**src/rtl/hazard_forward_unit_if.sv**
```systemverilog
// rtl/hazard_forward_unit_if.sv - operand/hazard signal bundle between the ID/EXE pipeline and hazard_forward_unit
//
// Parameters: REG_W (register address width), NUM_SRC (source operands examined)
// master modport : pipeline side, drives operand/producer info, receives selects and stall/freeze
// slave modport  : hazard_forward_unit side
// Signals:
//   forwardEn              forwarding mode enable
//   srcValid / src         per-operand valid and register number (operand i at [i*REG_W +: REG_W])
//   exeWbEn / exeMemRead   EXE-stage instruction writes back / is a load
//   exeDest                EXE-stage destination
//   wbEnMem / destMem      MEM-stage writeback enable and destination
//   wbEnWb / destWb        WB-stage writeback enable and destination
//   memReady               data memory ready (low = access in progress)
//   flush                  taken branch, kill younger instructions
//   selSrc                 per-operand forward select at [2i +: 2]: 00 regfile, 01 MEM, 10 WB
//   stall                  hold PC and IF/ID, bubble into EXE
//   freeze                 hold all pipeline registers
//   stallCount             saturating stall-cycle counter (only with STALL_STATS_EN)
interface hazard_forward_unit_if #(
   parameter int REG_W   = 4,
   parameter int NUM_SRC = 2
);
   logic                     forwardEn;
   logic [NUM_SRC-1:0]       srcValid;
   logic [NUM_SRC*REG_W-1:0] src;
   logic                     exeWbEn;
   logic                     exeMemRead;
   logic [REG_W-1:0]         exeDest;
   logic                     wbEnMem;
   logic                     wbEnWb;
   logic [REG_W-1:0]         destMem;
   logic [REG_W-1:0]         destWb;
   logic                     memReady;
   logic                     flush;
   logic [2*NUM_SRC-1:0]     selSrc;
   logic                     stall;
   logic                     freeze;
`ifdef STALL_STATS_EN
   logic [15:0]              stallCount;

   modport master (
      output forwardEn, srcValid, src, exeWbEn, exeMemRead, exeDest,
             wbEnMem, wbEnWb, destMem, destWb, memReady, flush,
      input  selSrc, stall, freeze, stallCount
   );

   modport slave (
      input  forwardEn, srcValid, src, exeWbEn, exeMemRead, exeDest,
             wbEnMem, wbEnWb, destMem, destWb, memReady, flush,
      output selSrc, stall, freeze, stallCount
   );
`else
   modport master (
      output forwardEn, srcValid, src, exeWbEn, exeMemRead, exeDest,
             wbEnMem, wbEnWb, destMem, destWb, memReady, flush,
      input  selSrc, stall, freeze
   );

   modport slave (
      input  forwardEn, srcValid, src, exeWbEn, exeMemRead, exeDest,
             wbEnMem, wbEnWb, destMem, destWb, memReady, flush,
      output selSrc, stall, freeze
   );
`endif
endinterface

```
**src/rtl/hazard_forward_unit.sv**
```systemverilog
// rtl/hazard_forward_unit.sv - forwarding select, load-use stall FSM and memory freeze for the ID/EXE boundary
//
// Parameters: REG_W (register address width), NUM_SRC (operands, 1..4), LOAD_LAT (stall cycles per load-use, 1..7)
// Ports:
//   clk   rising-edge clock
//   rstN  asynchronous active-low reset
//   bus   hazard_forward_unit_if.slave (operand/producer info in; selSrc/stall/freeze out)
// Optional feature: define STALL_STATS_EN to add the 16-bit saturating bus.stallCount output.
module hazard_forward_unit #(
   parameter int REG_W    = 4,
   parameter int NUM_SRC  = 2,
   parameter int LOAD_LAT = 1
) (
   input  logic                  clk,
   input  logic                  rstN,
   hazard_forward_unit_if.slave  bus
);

   localparam logic [0:0] ST_IDLE   = 1'b0;
   localparam logic [0:0] ST_BUBBLE = 1'b1;

   // Detection cycle is the first stall cycle, so the counter covers the rest.
   localparam logic [2:0] CNT_INIT     = 3'(LOAD_LAT - 1);
   localparam bit         MULTI_BUBBLE = (LOAD_LAT > 1);

   logic [0:0] state_q, state_d;
   logic [2:0] cnt_q, cnt_d;

   logic [NUM_SRC-1:0]   hit_exe;
   logic [NUM_SRC-1:0]   hit_mem;
   logic [NUM_SRC-1:0]   hit_wb;
   logic [2*NUM_SRC-1:0] sel_src;
   logic                 haz_load;
   logic                 haz_raw;
   logic                 haz;
   logic                 freeze_int;
   logic                 flush_take;
   logic                 stall_int;

   // Per-operand address compares; invalid operands never match.
   genvar gi;
   generate
      for (gi = 0; gi < NUM_SRC; gi++) begin : g_src
         logic [REG_W-1:0] src_op;
         assign src_op      = bus.src[gi*REG_W +: REG_W];
         assign hit_exe[gi] = bus.srcValid[gi] & (src_op == bus.exeDest);
         assign hit_mem[gi] = bus.srcValid[gi] & (src_op == bus.destMem);
         assign hit_wb[gi]  = bus.srcValid[gi] & (src_op == bus.destWb);
      end
   endgenerate

   // With forwarding only a load in EXE is unresolvable; without it any
   // in-flight producer in EXE or MEM blocks the consumer.
   assign haz_load   = bus.exeWbEn & bus.exeMemRead & (|hit_exe);
   assign haz_raw    = (bus.exeWbEn & (|hit_exe)) | (bus.wbEnMem & (|hit_mem));
   assign haz        = bus.forwardEn ? haz_load : haz_raw;

   assign freeze_int = ~bus.memReady;
   // A frozen pipeline cannot act on flush; the branch unit re-presents it.
   assign flush_take = bus.flush & ~freeze_int;

   // Forward selects, MEM wins over WB because it holds the younger value.
   always_comb begin
      sel_src = '0;
      if (bus.forwardEn) begin
         for (int i = 0; i < NUM_SRC; i++) begin
            if (bus.wbEnMem & hit_mem[i]) begin
               sel_src[2*i +: 2] = 2'b01;
            end else if (bus.wbEnWb & hit_wb[i]) begin
               sel_src[2*i +: 2] = 2'b10;
            end
         end
      end
   end

   always_comb begin
      stall_int = 1'b0;
      if (flush_take) begin
         stall_int = 1'b0;
      end else if (state_q == ST_BUBBLE) begin
         stall_int = 1'b1;
      end else begin
         stall_int = haz;
      end
   end

   // Only load-use hazards under forwarding need the counted sequence;
   // raw hazards clear on their own as the producer moves down the pipe.
   always_comb begin
      state_d = state_q;
      cnt_d   = cnt_q;
      if (!freeze_int) begin
         if (bus.flush) begin
            state_d = ST_IDLE;
            cnt_d   = 3'd0;
         end else begin
            case (state_q)
               ST_IDLE: begin
                  if (haz && bus.forwardEn && MULTI_BUBBLE) begin
                     state_d = ST_BUBBLE;
                     cnt_d   = CNT_INIT;
                  end
               end
               ST_BUBBLE: begin
                  if (cnt_q <= 3'd1) begin
                     state_d = ST_IDLE;
                     cnt_d   = 3'd0;
                  end else begin
                     cnt_d = cnt_q - 3'd1;
                  end
               end
               default: begin
                  state_d = ST_IDLE;
                  cnt_d   = 3'd0;
               end
            endcase
         end
      end
   end

   always_ff @(posedge clk or negedge rstN) begin
      if (!rstN) begin
         state_q <= ST_IDLE;
         cnt_q   <= 3'd0;
      end else begin
         state_q <= state_d;
         cnt_q   <= cnt_d;
      end
   end

   // Outputs are gated by reset so a mid-sequence reset drops stall at once
   // and nothing combinational leaks out while the core is held.
   assign bus.selSrc = rstN ? sel_src : '0;
   assign bus.stall  = rstN & stall_int;
   assign bus.freeze = rstN & freeze_int;

`ifdef STALL_STATS_EN
   logic [15:0] stall_count_q, stall_count_d;

   always_comb begin
      stall_count_d = stall_count_q;
      if (stall_int && !freeze_int && (stall_count_q != 16'hFFFF)) begin
         stall_count_d = stall_count_q + 16'd1;
      end
   end

   always_ff @(posedge clk or negedge rstN) begin
      if (!rstN) begin
         stall_count_q <= 16'd0;
      end else begin
         stall_count_q <= stall_count_d;
      end
   end

   assign bus.stallCount = stall_count_q;
`endif

endmodule

```
**src/flat_wrapper.sv**
```systemverilog
// flat-port wrapper written by rule: the top's interface ports become plain ports
module hazard_forward_unit_flat 
#(
   parameter int REG_W    = 4,
   parameter int NUM_SRC  = 2,
   parameter int LOAD_LAT = 1
)
  (clk, rstN, bus_forwardEn, bus_srcValid, bus_src, bus_exeWbEn, bus_exeMemRead, bus_exeDest, bus_wbEnMem, bus_wbEnWb, bus_destMem, bus_destWb, bus_memReady, bus_flush, bus_selSrc, bus_stall, bus_freeze);
  hazard_forward_unit_if #(.REG_W(REG_W), .NUM_SRC(NUM_SRC)) bus_i ();
  input  logic clk;
  input  logic rstN;
  input wire logic [$bits(bus_i.forwardEn)-1:0] bus_forwardEn;
  input wire logic [$bits(bus_i.srcValid)-1:0] bus_srcValid;
  input wire logic [$bits(bus_i.src)-1:0] bus_src;
  input wire logic [$bits(bus_i.exeWbEn)-1:0] bus_exeWbEn;
  input wire logic [$bits(bus_i.exeMemRead)-1:0] bus_exeMemRead;
  input wire logic [$bits(bus_i.exeDest)-1:0] bus_exeDest;
  input wire logic [$bits(bus_i.wbEnMem)-1:0] bus_wbEnMem;
  input wire logic [$bits(bus_i.wbEnWb)-1:0] bus_wbEnWb;
  input wire logic [$bits(bus_i.destMem)-1:0] bus_destMem;
  input wire logic [$bits(bus_i.destWb)-1:0] bus_destWb;
  input wire logic [$bits(bus_i.memReady)-1:0] bus_memReady;
  input wire logic [$bits(bus_i.flush)-1:0] bus_flush;
  output wire logic [$bits(bus_i.selSrc)-1:0] bus_selSrc;
  output wire logic [$bits(bus_i.stall)-1:0] bus_stall;
  output wire logic [$bits(bus_i.freeze)-1:0] bus_freeze;
  assign bus_i.forwardEn = bus_forwardEn;
  assign bus_i.srcValid = bus_srcValid;
  assign bus_i.src = bus_src;
  assign bus_i.exeWbEn = bus_exeWbEn;
  assign bus_i.exeMemRead = bus_exeMemRead;
  assign bus_i.exeDest = bus_exeDest;
  assign bus_i.wbEnMem = bus_wbEnMem;
  assign bus_i.wbEnWb = bus_wbEnWb;
  assign bus_i.destMem = bus_destMem;
  assign bus_i.destWb = bus_destWb;
  assign bus_i.memReady = bus_memReady;
  assign bus_i.flush = bus_flush;
  assign bus_selSrc = bus_i.selSrc;
  assign bus_stall = bus_i.stall;
  assign bus_freeze = bus_i.freeze;
  hazard_forward_unit #(.REG_W(REG_W), .NUM_SRC(NUM_SRC), .LOAD_LAT(LOAD_LAT)) u_core (.clk(clk), .rstN(rstN), .bus(bus_i));
endmodule
```
**config.mk**
```make
export PLATFORM = sky130hd
export DESIGN_NAME = hazard_forward_unit_flat
export DESIGN_NICKNAME = d
export VERILOG_FILES = /design/src/rtl/hazard_forward_unit_if.sv /design/src/rtl/hazard_forward_unit.sv /design/src/flat_wrapper.sv
export SDC_FILE = /design/constraint.sdc
export NUM_CORES = 1
export LEC_CHECK = 0
export ABC_CLOCK_PERIOD_IN_PS = 1700
export CAP_MARGIN = 0
export CELL_PAD_IN_SITES_DETAIL_PLACEMENT = 0
export CELL_PAD_IN_SITES_GLOBAL_PLACEMENT = 1
export CORE_MARGIN = 1
export CORE_UTILIZATION = 23
export CTS_CLUSTER_SIZE = 40
export DETAILED_ROUTE_END_ITERATION = 6
export MAX_ROUTING_LAYER = met4
export PLACE_DENSITY_LB_ADDON = 0.05
export SLEW_MARGIN = 5
export SYNTH_ARGS = -nofsm -noshare
export SYNTH_HDL_FRONTEND = slang
export SYNTH_SLANG_ARGS = --single-unit
export TNS_END_PERCENT = 100
```
**constraint.sdc**
```tcl
create_clock -name clk -period 1.7 [get_ports clk]
set_input_delay 0.255 -clock clk [delete_from_list [all_inputs] [get_ports clk]]
set_output_delay 0.255 -clock clk [all_outputs]
set_load 0.005 [all_outputs]
```
==> results summary <==
The run finished, with violations left. The final reports fail on negative setup slack. The power density of the placed cells is 355 nW/µm².

Of the total synthesized cell area, the portion taken by XOR and XNOR cells is around a third. The initial antenna violation count was 0. The area inside the core boundary came out at ~2300 µm². CTS built an H-tree with a depth of 1.

The fraction of final layout cells with drive strength greater than 1 is 38.2%. The count of input and output buffers is 36. The leftover overflow at the end of global routing came out at 0.

In the post-synthesis netlist, the biggest area contributors are sky130_fd_sc_hd__xor2_1 24%, sky130_fd_sc_hd__dfrtp_1 17%, sky130_fd_sc_hd__xnor2_1 7.6%. The number of top-level pins came out at 37. The cell at the root of the clock tree is sky130_fd_sc_hd__clkbuf_4. The most repeated cell in the gate-level netlist after synthesis is sky130_fd_sc_hd__xor2_1. The synthesis-stage register bit count is 4. The mean instance size in the synthesized netlist is between 7 and 8 µm². In this run, placement finished with an instance count of 154.

The final weighted congestion in routability-driven placement came out at about 0.7. For this design the static power due to leakage is 0.535 nW. The total global routing track utilization came out at 16.1%. The clock transition at the registers of the reported paths came out at ~0.04 ns.

The setup slack at placement came out at -0.798 ns. The worst pin sits at a relative slew slack of 79.6%. The number of buffers inserted for hold repair after clock tree synthesis came out at 0. The critical path is of the in -> out type. In this run the worst path has a maximum fanout of 2.

Measured on the finished design, the core utilization comes to 51.1%. For this run, asynchronously set or reset flops after synthesis account for between 90% and 100%. After detailed routing, the number of vias per cell comes to 4.58. The floorplan row count is 17.

The routed design has 1950 µm of wire. The number of warnings issued by yosys is 0. The number of sinks handled by clock tree synthesis is 4. The number of buffers created by CTS came out at 3. Setup repair after global routing could not meet its margin everywhere. The clock arrives with 0.00179 ns of skew. The number of distinct standard cells referenced by the synthesized netlist came out at 25. The endpoint required time on the critical path came out at approximately 1.4 ns.

Yosys mapped a number of flops with a built-in enable equal to 0. The width of the die is just over 50 µm. The later pin in the worst-skew pair is clocked with a latency of 0.23 ns. The share of the synthesized area in compound gates (AO/OA/AOI/OAI) came out at 16.6%. Measured against the total synthesized area, the mux share comes to 0%. The number of instances in the synthesized netlist came out at 75. The startpoint identified for the worst register-to-register timing path is u_core.cnt_q[0]$_DFFE_PN0P_. 0 antenna diodes ended up in the layout. The count of routing violations after the opening detailed-route iteration is 11. TritonCTS built the clock tree. The combinational family with the most area after synthesis is XOR/XNOR gates.

The basic-gate share of the synthesized area counting and, or, nand and nor cells came out at 23.6%. The maximum vdd drop came out at 387 µV. The final number of setup-violating endpoints is 1. The summed instance area of the synthesized netlist came out at 573 µm².

The most critical setup path has its startpoint at bus_exeDest[2]. In this run the worst hold path is classified as in -> async. After the flow finishes, the layout carries non-filler instances totaling 159.

The residual antenna-violating net count after detailed routing is 0. The post-synthesis share of cell area spent on full adders, half adders and majority gates is 4.37%. The y dimension of the die came out at 51.9 µm.

The worst setup path is launched from an input port. The number of slew-limit violations in the final report came out at 0. The most common flop cell mapped by yosys is sky130_fd_sc_hd__dfrtp_1. No sink is reached through more buffers than the 2 on the longest clock path.

The minimum clock period after layout is 1.72 ns. The synthesis-to-layout area growth is 103%. For this run, the top clock speed supported by timing is 0.580 GHz. The final clock period utilization by the worst path is 101%. The max-cap violation count came out at 0.

Setup slack on the critical path of the routed design comes to -0.0238 ns. The transition time of the tightest slew-check pin came out at 0.305 ns. The average routed wire per standard cell is 12.3 µm. Entering global routing, the biggest net connects 9 pins. The worst setup path is captured at a primary output.

The number of global-route vias before repair came out at 769. In the routed design, unresolved DRC markers number 0. The post-synthesis sequential area ratio is between 10% and 20%.

For the worst setup path, the data arrival time is 1.47 ns. The final layout contains 166 nets. Summed over all nets, the half-perimeter wirelength after detailed placement is 1580 µm. The largest area contributor in the synthesized netlist is sky130_fd_sc_hd__xor2_1. The via total after detailed routing came out at 729. The initial utilization of the core area, before any placement, comes to between 20% and 30%. Synthesis produced a netlist with a net count of 108. The area of the die came out at 2700 µm². The number of failing hold endpoints at the final stage came out at 0. Before antenna repair, the detailed router went through 4 iterations.

The wire length of the first global-routing pass is 3190 µm. The share of synthesized area in the top cell type comes to around a quarter. By count the netlist is led by 16 x sky130_fd_sc_hd__xor2_1, 9 x sky130_fd_sc_hd__inv_1, 7 x sky130_fd_sc_hd__nand2_1.
## cell type report
cell class	count	area [µm²]
Multi-Input combinational cell	62	534
Fill cell	256	1110
Inverter	9	33.8
Tap cell	28	35.0
Clock buffer	3	22.5
Timing Repair Buffer	53	437
Sequential cell	4	100
## cells in the final DEF, fill, tap and decap left out, types with 4 or more instances in the layout
| cell type | Yosys | routed |
|---|---|---|
| sky130_fd_sc_hd__nand2_1 | 7 | 7 |
| sky130_fd_sc_hd__buf_6 | 0 | 5 |
| sky130_fd_sc_hd__inv_1 | 9 | 9 |
| sky130_fd_sc_hd__dlygate4sd2_1 | 0 | 12 |
| sky130_fd_sc_hd__buf_2 | 0 | 10 |
| sky130_fd_sc_hd__clkdlybuf4s15_2 | 0 | 4 |
| sky130_fd_sc_hd__dfrtp_1 | 4 | 4 |
| sky130_fd_sc_hd__buf_4 | 0 | 14 |
| sky130_fd_sc_hd__o21ai_0 | 5 | 5 |
| sky130_fd_sc_hd__xor2_1 | 16 | 14 |
| sky130_fd_sc_hd__clkdlybuf4s50_1 | 0 | 4 |
## worst max-delay path: stages
cell	delay (ns)
sky130_fd_sc_hd__clkdlybuf4s15_2	0.22
sky130_fd_sc_hd__xnor2_1	0.16
sky130_fd_sc_hd__nand2_1	0.10
sky130_fd_sc_hd__nor4_2	0.25
sky130_fd_sc_hd__o221ai_1	0.17
sky130_fd_sc_hd__a31oi_1	0.18
sky130_fd_sc_hd__buf_2	0.14
## metrics by stage
stage / power, W / cell area (µm²) / TNS [ns] / hold WS (ns)
after global placement: 0.000288 / 1080 / -3.55 / 0.474
after floorplan: 0.000152 / 573 / 0 / -0.0406
after detailed placement: 0.000288 / 1080 / -3.54 / 0.504
after global routing: 0.000441 / 1160 / -0.112 / 0.102
after CTS: 0.000414 / 1150 / -0.0310 / 0.118
final: 0.000413 / 1160 / -0.0238 / 0.0798
## power by group
group	total [W]	internal (W)	switching, W
combinational	0.000200	0.000108	0.0000920
sequential	0.0000958	0.0000958	0.000000000000000000100
clock	0.000116	0.0000789	0.0000375
total	0.000413	0.000283	0.000129
## kinds of logic after synthesis
family | Yosys count
AOI/OAI and AO/OA | 15
xor gates and xnor gates | 21
adders and majority gates | 2
buffers and inverters | 9
DFF | 4
and+or+nand+nor | 24
## layer usage
| layer | wire [µm] | part of all wire [%] | global-route usage (%) |
|---|---|---|---|
| met2 | 885 | 45 | 26.5 |
| met3 | 137 | 7.0 | 3.22 |
| met1 | 930 | 48 | 21.1 |
| met5 | 0 | 0 | - |
| met4 | 0 | 0 | 1.35 |
## registers in the layout, indices dropped and copies added (netlist names)
name and cells:
u_core.cnt_q 3, u_core.state_q 1
## path summary, 6_finish.rpt
check | cells after the start | slack [ns] | to
hold / removal | 2 | 0.08 | u_core.state_q$_DFFE_PN0P_
setup reg to reg | 5 | 0.27 | u_core.cnt_q[2]$_DFFE_PN0P_
min in group clk | 2 | 0.50 | u_core.cnt_q[1]$_DFFE_PN0P_
max in group asynchronous | 2 | 1.50 | u_core.cnt_q[1]$_DFFE_PN0P_
setup / recovery | 7 | -0.02 | bus_stall
hold reg to reg | 2 | 0.50 | u_core.cnt_q[1]$_DFFE_PN0P_
## timing repair
item,CTS,global route
buffers inserted,2,0
endpoints found under the setup margin,6,4
pin swaps,18,6
gates resized for setup,89,12
Note: power is estimated with default switching activity, not from simulation.
